`src/rtl/pipe_pkg.sv`:
```
// Shared types for the RV32 pipeline control slice: forwarding selects,
// hazard FSM states and the hard-wired zero register.
package pipe_pkg;

  typedef enum logic [1:0] {
    FWD_RF = 2'b00,
    FWD_W  = 2'b01,
    FWD_M  = 2'b10
  } fwd_sel_e;

  typedef enum logic [1:0] {
    RUN,
    REDIRECT,
    MEM_WAIT
  } hz_state_e;

  localparam logic [4:0] REG_X0 = 5'd0;

endpackage

```
`src/rtl/fwd_unit.sv`:
```
// E1 operand forwarding select for one source register; the M stage result
// is younger than the W result, so it wins when both match.
module fwd_unit
  import pipe_pkg::*;
(
  input  logic [4:0] rs,
  input  logic [4:0] rd_m,
  input  logic       reg_write_m,
  input  logic [4:0] rd_w,
  input  logic       reg_write_w,
  output fwd_sel_e   sel
);

  always_comb begin
    sel = FWD_RF;
    if (reg_write_m && rd_m != REG_X0 && rd_m == rs)
      sel = FWD_M;
    else if (reg_write_w && rd_w != REG_X0 && rd_w == rs)
      sel = FWD_W;
  end

endmodule

```
`src/rtl/hazard_ctrl.sv`:
```
// Pipeline stall/flush sequencer and forwarding select for the 5-stage core.
// Optional performance counters are built when HAZARD_PERF_EN is defined.
module hazard_ctrl
  import pipe_pkg::*;
#(
  parameter int unsigned REDIRECT_PENALTY = 1,
  parameter int unsigned MEM_TIMEOUT      = 255
) (
  input  logic       clk,
  input  logic       rst,
  input  logic [4:0] rs1_d,
  input  logic [4:0] rs2_d,
  input  logic [4:0] rs1_e1,
  input  logic [4:0] rs2_e1,
  input  logic [4:0] rd_e1,
  input  logic       mem_read_e1,
  input  logic [4:0] rd_m,
  input  logic       reg_write_m,
  input  logic [4:0] rd_w,
  input  logic       reg_write_w,
  input  logic       mispredict_e1,
  input  logic       mem_req_m,
  input  logic       mem_ready_m,
  output logic       stall_f,
  output logic       stall_d,
  output logic       stall_e1,
  output logic       stall_m,
  output logic       flush_d,
  output logic       flush_e1,
  output logic [1:0] fwd_a_e1,
  output logic [1:0] fwd_b_e1,
  output logic       mem_timeout
`ifdef HAZARD_PERF_EN
  ,
  output logic [31:0] perf_stall_cnt,
  output logic [31:0] perf_flush_cnt,
  output logic [31:0] perf_memwait_cnt
`endif
);

  hz_state_e  state, state_nxt;
  logic [2:0] red_cnt, red_cnt_nxt;
  logic [7:0] wait_cnt;
  logic       timeout_q;
  logic       mem_wait, load_use, mp_taken;
  logic       st_f, st_d, st_e1, st_m, fl_d, fl_e1;
  fwd_sel_e   sel_a, sel_b;

  assign mem_wait = mem_req_m && !mem_ready_m;
  assign load_use = mem_read_e1 && rd_e1 != REG_X0 &&
                    (rd_e1 == rs1_d || rd_e1 == rs2_d);

  always_comb begin
    state_nxt   = state;
    red_cnt_nxt = red_cnt;
    mp_taken    = 1'b0;
    st_f        = 1'b0;
    st_d        = 1'b0;
    st_e1       = 1'b0;
    st_m        = 1'b0;
    fl_d        = 1'b0;
    fl_e1       = 1'b0;
    if (mem_wait) begin
      // whole pipe frozen; a pending mispredict in E1 is picked up on release
      st_f      = 1'b1;
      st_d      = 1'b1;
      st_e1     = 1'b1;
      st_m      = 1'b1;
      state_nxt = MEM_WAIT;
    end else if (mispredict_e1) begin
      fl_d        = 1'b1;
      fl_e1       = 1'b1;
      mp_taken    = 1'b1;
      red_cnt_nxt = 3'(REDIRECT_PENALTY - 1);
      state_nxt   = (REDIRECT_PENALTY > 1) ? REDIRECT : RUN;
    end else if (state == REDIRECT) begin
      fl_d        = 1'b1;
      red_cnt_nxt = red_cnt - 3'd1;
      if (red_cnt == 3'd1)
        state_nxt = RUN;
    end else begin
      state_nxt = RUN;
      if (load_use) begin
        st_f  = 1'b1;
        st_d  = 1'b1;
        fl_e1 = 1'b1;
      end
    end
  end

  always_ff @(posedge clk) begin
    if (rst) begin
      state     <= RUN;
      red_cnt   <= 3'd0;
      wait_cnt  <= 8'd0;
      timeout_q <= 1'b0;
    end else begin
      state   <= state_nxt;
      red_cnt <= red_cnt_nxt;
      if (mem_wait) begin
        if (wait_cnt != 8'hFF)
          wait_cnt <= wait_cnt + 8'd1;
        if (wait_cnt == 8'(MEM_TIMEOUT - 1))
          timeout_q <= 1'b1;
      end else begin
        wait_cnt <= 8'd0;
      end
    end
  end

  fwd_unit u_fwd_a (
    .rs          (rs1_e1),
    .rd_m        (rd_m),
    .reg_write_m (reg_write_m),
    .rd_w        (rd_w),
    .reg_write_w (reg_write_w),
    .sel         (sel_a)
  );

  fwd_unit u_fwd_b (
    .rs          (rs2_e1),
    .rd_m        (rd_m),
    .reg_write_m (reg_write_m),
    .rd_w        (rd_w),
    .reg_write_w (reg_write_w),
    .sel         (sel_b)
  );

  // all outputs are held low for the whole reset cycle
  assign stall_f     = !rst && st_f;
  assign stall_d     = !rst && st_d;
  assign stall_e1    = !rst && st_e1;
  assign stall_m     = !rst && st_m;
  assign flush_d     = !rst && fl_d;
  assign flush_e1    = !rst && fl_e1;
  assign fwd_a_e1    = rst ? 2'b00 : sel_a;
  assign fwd_b_e1    = rst ? 2'b00 : sel_b;
  assign mem_timeout = !rst && timeout_q;

`ifdef HAZARD_PERF_EN
  always_ff @(posedge clk) begin
    if (rst) begin
      perf_stall_cnt   <= 32'd0;
      perf_flush_cnt   <= 32'd0;
      perf_memwait_cnt <= 32'd0;
    end else begin
      if (st_f)
        perf_stall_cnt <= perf_stall_cnt + 32'd1;
      if (mp_taken)
        perf_flush_cnt <= perf_flush_cnt + 32'd1;
      if (mem_wait)
        perf_memwait_cnt <= perf_memwait_cnt + 32'd1;
    end
  end
`endif

endmodule

```
`config.mk`:
```
export PLATFORM = sky130hd
export DESIGN_NAME = hazard_ctrl
export DESIGN_NICKNAME = d
export VERILOG_FILES = /design/src/rtl/pipe_pkg.sv /design/src/rtl/fwd_unit.sv /design/src/rtl/hazard_ctrl.sv
export SDC_FILE = /design/constraint.sdc
export NUM_CORES = 1
export LEC_CHECK = 0
export ABC_AREA = 1
export CAP_MARGIN = 20
export CORE_MARGIN = 2
export CORE_UTILIZATION = 36
export DETAILED_ROUTE_END_ITERATION = 8
export GPL_TIMING_DRIVEN = 0
export HOLD_SLACK_MARGIN = 0.08
export PLACE_DENSITY = 0.75
export SLEW_MARGIN = 20
export SYNTH_ARGS = -nofsm -noshare
export SYNTH_HDL_FRONTEND = slang
export SYNTH_SLANG_ARGS = --single-unit
```
`constraint.sdc`:
```
create_clock -name clk -period 1.2 [get_ports clk]
set_input_delay 0.18 -clock clk [delete_from_list [all_inputs] [get_ports clk]]
set_output_delay 0.18 -clock clk [all_outputs]
set_load 0.02 [all_outputs]
```
==> impl_metrics.json, run 1 <==
{
  "netlist_area_um2": 1030,
  "min_path_type": "input pin to flop",
  "grt_pass1_wl_um": 4570,
  "period_needed_ns": 1.21,
  "dieArea_um2": 3300,
  "postCtsHoldBufs": 0,
  "viasPerCell": 4.76,
  "timing.final.crit_share_pct": 100,
  "wirelength_um": 2790,
  "avgSynthCellArea_um2": 5.97,
  "first_pass_iters": 4,
  "pwr-share-clk_pct": 24.9,
  "end_kind": "output pin",
  "maxSlewHeadroom_pct": 84.2,
  "yosysWarnings": 0,
  "n_antenna_cell": 0,
  "io_buffers": 52,
  "rsz0062_at_grt": "true",
  "wire_per_inst_um": 10.5,
  "die_h_um": 57.4,
  "synth_cells": 172,
  "synth_area_leaders": "dfxtp_1 (18%), xnor2_1 (17%), nand2_1 (15%), inv_1 (11%), nor2_1 (6.2%)",
  "p_per_area_nw_per_um2": 541,
  "setup_viol": 1,
  "swShare_pct": 32.9,
  "clk_pin_slew_worst_paths_ns": 0.06,
  "grt_max_degree": 9,
  "max-vdd-ir-drop_v": 0.000604,
  "cts_max_level": 1,
  "clk_latency_ns": 0.27,
  "comb_power_share_pct": 44.5,
  "ys_ff_latch": 9,
  "grt_overflow": 0,
  "area_growth_pct": 75.3,
  "failed_checks": "setup timing",
  "crit_fanout": 2,
  "grt_use_total_pct": 17.4,
  "p_int_mw": 0.654,
  "yosysTopAreaCell": "dfxtp_1",
  "synth_nets": 217,
  "finalHoldViolations": 0,
  "worstPathRequired_ns": 1.02,
  "layout_common_cells": "nand2_1 (28), inv_1 (19), buf_4 (19)",
  "coreArea_um2": 2730,
  "drv_slew": 0,
  "pin_count": 54,
  "layout_commonest_cell": "nand2_1",
  "post-route-util_pct": 65.9,
  "p_leak_nw": 0.873,
  "crit_type": "input pin to output pin",
  "die_x_um": 57.4,
  "cts.path.max_buffers": 2,
  "drive_gt1_share_pct": 53.6,
  "place_congestion": 0.811,
  "vias": 1267,
  "status": "finished, violations left",
  "post-route-cell-area_um2": 1800,
  "fmax_mhz": 830,
  "drt_first_iter_violations": 50,
  "dpl.hpwl_um": 2120,
  "cts_tree": "done",
  "fin_ws_ns": -0.00513,
  "drc": 0,
  "tns_ns": -0.00513,
  "start_util_pct": 37.6,
  "cp_data_arrival_time_ns": 1.03,
  "cts.sinks": 9,
  "root_buffer": "clkbuf_4",
  "antenna_found_initial": 0,
  "power.share.sequential_pct": 30.5,
  "nNetsFinal": 281,
  "post-place-ws_ns": -0.968,
  "synth_top_area_share_pct": 17.5,
  "grt_pass1_vias": 1113,
  "ys_seq_area_share_pct": 17.5,
  "numCtsBuffers": 3,
  "ant_nets": 0,
  "cap_viol_max_count": 0,
  "power.switching_mw": 0.321,
  "fin_skew_ns": 0.00834,
  "place_area_um2": 1590,
  "ys_types": 24,
  "rows": 19,
  "fill_cells": 244,
  "worstSetupStartpointType": "input pin",
  "worstMarginPinSlew_ns": 0.237,
  "finalPower_mw": 0.975
}
critical path: stages:
cell	delay, ns
clkdlybuf4s15_1	0.18
xnor2_1	0.16
nand3_1	0.10
nand2_2	0.09
nand3_2	0.06
nand2_2	0.07
buf_6	0.09
buf_6	0.10
cell type report:
type / instances / area, µm² / share of cell area (%)
plain buffers: 3 / 26.3 / 1.46
clock buffers: 4 / 26.3 / 1.46
inverters: 32 / 135 / 7.51
multi-input cells: 128 / 895 / 49.7
flip-flops and latches: 9 / 194 / 10.8
well taps: 31 / 38.8 / 2.15
repair buffers: 59 / 485 / 27.0
registers in the layout, indices dropped and copies added (netlist names):
register,flops
timeout_q,1
wait_cnt,8
metal layers:
metal	track usage, %	up-vias	wire [µm]
li1	-	664	-
met1	21.5	552	1130
met2	29.2	46	1370
met3	4.99	5	262
met4	4.98	0	27
met5	0	-	0
synthesized netlist by cell type, drive strengths merged:
cell type,n
nand2,43
dfxtp,9
or2,1
xnor2,20
nor2,21
a21oi,9
inv,32
xor2,1
nor3,4
ha,2
buf,2
a31oi,2
o21ai,8
nand3,13
nor4,2
clkbuf,1
nand4,2
power groups by stage:
stage	Combinational (mW)	Sequential [mW]	Clock [mW]
after floorplan	0.171	0.309	0
after global placement	0.373	0.309	0
after detailed placement	0.377	0.310	0
after CTS	0.361	0.300	0.247
after global routing	0.475	0.298	0.269
final	0.434	0.298	0.243
what timing repair did:
action / in CTS / in global routing
endpoints found under the setup margin: 17 / 15
pin swaps: 45 / 41
setup buffers: 3 / 4
resized for setup: 229 / 65
final timing paths:
| check | start | cells after the start | end | slack [ns] |
|---|---|---|---|---|
| worst max register to register | wait_cnt[5] | 5 | wait_cnt[1] | 0.07 |
| worst max-delay path | rs1_d[4] | 8 | stall_f | -0.005 |
| worst min register to register | timeout_q | 2 | timeout_q | 0.49 |
| worst min-delay path | rst | 2 | timeout_q | 0.22 |
stage by stage:
stage          hold WS (ns)  std cells
2_1_floorplan         0.452        172
3_3_place_gp          0.469        255
3_5_place_dp          0.483        255
4_1_cts               0.232        262
5_1_grt               0.227        266
6_report              0.216        266
kinds of logic after synthesis:
kind of cell / Yosys count / synth area share (%)
DFF: 9 / 17.5
adders and majority gates: 2 / 2.44
xor gates and xnor gates: 21 / 17.9
and+or+nand+nor: 86 / 39.0
AOI/OAI and AO/OA: 19 / 9.50
buffers and inverters: 35 / 13.6
No activity file was read; power rests on OpenSTA's default activity.
==> inputs of run 2 (changes only) <==
--- a/config.mk
+++ b/config.mk
@@ -5,14 +5,14 @@
 export SDC_FILE = /design/constraint.sdc
 export NUM_CORES = 1
 export LEC_CHECK = 0
-export ABC_AREA = 1
 export CAP_MARGIN = 20
 export CORE_MARGIN = 2
-export CORE_UTILIZATION = 36
+export CORE_UTILIZATION = 33
 export DETAILED_ROUTE_END_ITERATION = 8
 export GPL_TIMING_DRIVEN = 0
 export HOLD_SLACK_MARGIN = 0.08
-export PLACE_DENSITY = 0.75
+export PLACE_DENSITY = 0.74
+export REMOVE_ABC_BUFFERS = 1
 export SLEW_MARGIN = 20
 export SYNTH_ARGS = -nofsm -noshare
 export SYNTH_HDL_FRONTEND = slang
==> impl_metrics.json, run 2 <==
{
  "n_antenna_cell": 0,
  "cts.path.max_buffers": 2,
  "place_congestion": 0.869,
  "synth_area_leaders": "xor2_1 (22%), dfxtp_1 (21%), xnor2_1 (11%), or4_1 (4.3%), nand3_1 (3.4%)",
  "dp.cells": 186,
  "rsz0062_at_grt": "true",
  "grt_pass1_vias": 1072,
  "period_needed_ns": 1.66,
  "wire_per_inst_um": 15.9,
  "maxSlewHeadroom_pct": 79.7,
  "worstMarginPinSlew_ns": 0.304,
  "fin_ws_ns": -0.458,
  "reg2reg_to": "wait_cnt[7]",
  "synthFlopType": "dfxtp_1",
  "worstSetupEndpoint": "fwd_b_e1[0]",
  "synth.most_common_cell": "xor2_1",
  "ff2ff_path_depth": 4,
  "yosysTopAreaCell": "xor2_1",
  "pin_count": 54,
  "cp_data_arrival_time_ns": 1.48,
  "clk_latency_ns": 0.26,
  "wirelength_um": 3200,
  "post-place-ws_ns": -1.40,
  "p_leak_nw": 0.697,
  "crit_fanout": 2,
  "layout_common_cells": "xor2_1 (20), buf_4 (18), buf_2 (16)",
  "drc": 0,
  "setup_viol": 8,
  "top_regs": "wait_cnt (8), timeout_q (1)",
  "dpl.hpwl_um": 2140,
  "antenna_found_initial": 0,
  "timing.final.crit_share_pct": 138,
  "worstPathRequired_ns": 1.02,
  "post-route-cell-area_um2": 1640,
  "max-vdd-ir-drop_v": 0.000677,
  "cap_viol_max_count": 0,
  "io_buffers": 53,
  "grt_pass1_wl_um": 4710,
  "ff2ff_setup_slack_ns": 0.02,
  "layout_commonest_cell": "xor2_1",
  "numCtsBuffers": 3,
  "coreArea_um2": 2500,
  "place_area_um2": 1420,
  "start_util_pct": 35.0,
  "min_path_type": "input pin to flop",
  "crit_type": "input pin to output pin",
  "dr_wl_met3_um": 174,
  "status": "finished, violations left",
  "clk_pin_slew_worst_paths_ns": 0.07,
  "die_x_um": 55.5,
  "crit_start": "rd_m[2]",
  "largest_reg_flops": 8,
  "met1_length_um": 1190,
  "synth_edf_count": 0,
  "grt_use_total_pct": 19.3,
  "highest_layer": "met4",
  "postCtsHoldBufs": 0,
  "rows": 18,
  "p_per_area_nw_per_um2": 571,
  "drt_first_iter_violations": 35,
  "viasPerCell": 5.26,
  "synth_top_area_share_pct": 22.0,
  "fmax_mhz": 603,
  "tns_ns": -2.66,
  "dieArea_um2": 3080,
  "drive_gt1_share_pct": 52.6,
  "yosysWarnings": 0,
  "first_pass_iters": 4,
  "ys_ff_latch": 9,
  "ys_types": 31,
  "drv_slew": 0,
  "worstSetupStartpointType": "input pin",
  "fin_skew_ns": 0.00139,
  "vias": 1057,
  "grt_max_degree": 9,
  "nNetsFinal": 217,
  "root_buffer": "clkbuf_4",
  "final_cells": 201,
  "failed_checks": "setup timing",
  "cts_tree": "done",
  "synth_cells": 106,
  "ys_seq_area_share_pct": 20.6,
  "cts_max_level": 1,
  "routed-wl-met2_um": 1770,
  "avgSynthCellArea_um2": 8.25,
  "ant_nets": 0,
  "grt_overflow": 0,
  "top_register": "wait_cnt",
  "rr_startpoint": "wait_cnt[4]",
  "die_h_um": 55.5,
  "netlist_area_um2": 875,
  "synthTopCellsByCount": "xor2_1 (22), xnor2_1 (11), dfxtp_1 (9)",
  "end_kind": "output pin",
  "cts.sinks": 9,
  "finalHoldViolations": 0,
  "area_growth_pct": 87.8,
  "async_reset_ff_share_pct": 0
}
[run 2: cell types whose count changed after synthesis, sizes merged, moves of 3 or more]
cell	before	now
or4	0	5
o21ai	8	4
nor2	21	4
a211oi	0	3
nand3	13	6
xnor2	20	11
a21oi	9	3
xor2	1	22
nand2	43	4
inv	32	3
[run 2: power breakdown]
group	total (mW)	internal (mW)	switching (mW)
registers	0.303	0.298	0.00471
logic	0.393	0.208	0.185
clock network	0.243	0.128	0.114
[run 2: through the flow]
| stage | util, % | hold slack (ns) | power (mW) |
|---|---|---|---|
| after floorplan | - | 0.440 | 0.438 |
| after global placement | 57.0 | 0.457 | 0.647 |
| after detailed placement | 57.0 | 0.492 | 0.654 |
| after CTS | 60.5 | 0.299 | 0.908 |
| after global routing | 65.7 | 0.318 | 0.997 |
| final | 65.7 | 0.313 | 0.939 |
[run 2: worst min-delay path by stage]
stage	from	to	slack [ns]	cells past startpoint
2_1_floorplan	wait_cnt[7]	wait_cnt[7]	0.44	1
3_3_place_gp	wait_cnt[7]	wait_cnt[7]	0.46	1
3_5_place_dp	wait_cnt[7]	wait_cnt[7]	0.49	1
4_1_cts	rst	timeout_q	0.30	3
5_1_grt	rst	timeout_q	0.32	3
6_report	rst	timeout_q	0.31	3
[run 2: area by class of cell]
class	count	area, µm²
Multi-Input combinational cell	91	842
Tap cell	30	37.5
Sequential cell	9	191
Clock buffer	4	26.3
Fill cell	208	857
Inverter	3	11.3
Timing Repair Buffer	64	534
[run 2: routing by layer]
| metal | up-vias | GRT usage (%) |
|---|---|---|
| li1 | 507 | - |
| met1 | 499 | 20.3 |
| met2 | 44 | 36.9 |
| met3 | 7 | 4.22 |
| met4 | 0 | 6.62 |
| met5 | - | 0 |
[run 2: kinds of logic (layout without fill, tap and decap cells)]
kind of cell / Yosys count / after routing / share of synthesized area, %
compound gates: 18 / 18 / 14.2
xor+xnor: 33 / 33 / 33.0
fa+ha+maj: 2 / 2 / 2.86
buf+inv: 6 / 71 / 3.43
flops: 9 / 9 / 20.6
simple gates: 38 / 38 / 25.9
[run 2: timing repair]
item | in CTS | in global routing
pin swaps | 28 | 4
buffers inserted | 6 | 5
resized for setup | 228 | 22
setup endpoints to repair | 20 | 12
gates cloned | 0 | 0
[run 2: worst max-delay path: stages]
cell     delay (ns)
buf_8          0.09
or4_4          0.54
o21ai_4        0.18
buf_6          0.13
nor3_4         0.03
nor4_2         0.14
buf_4          0.18
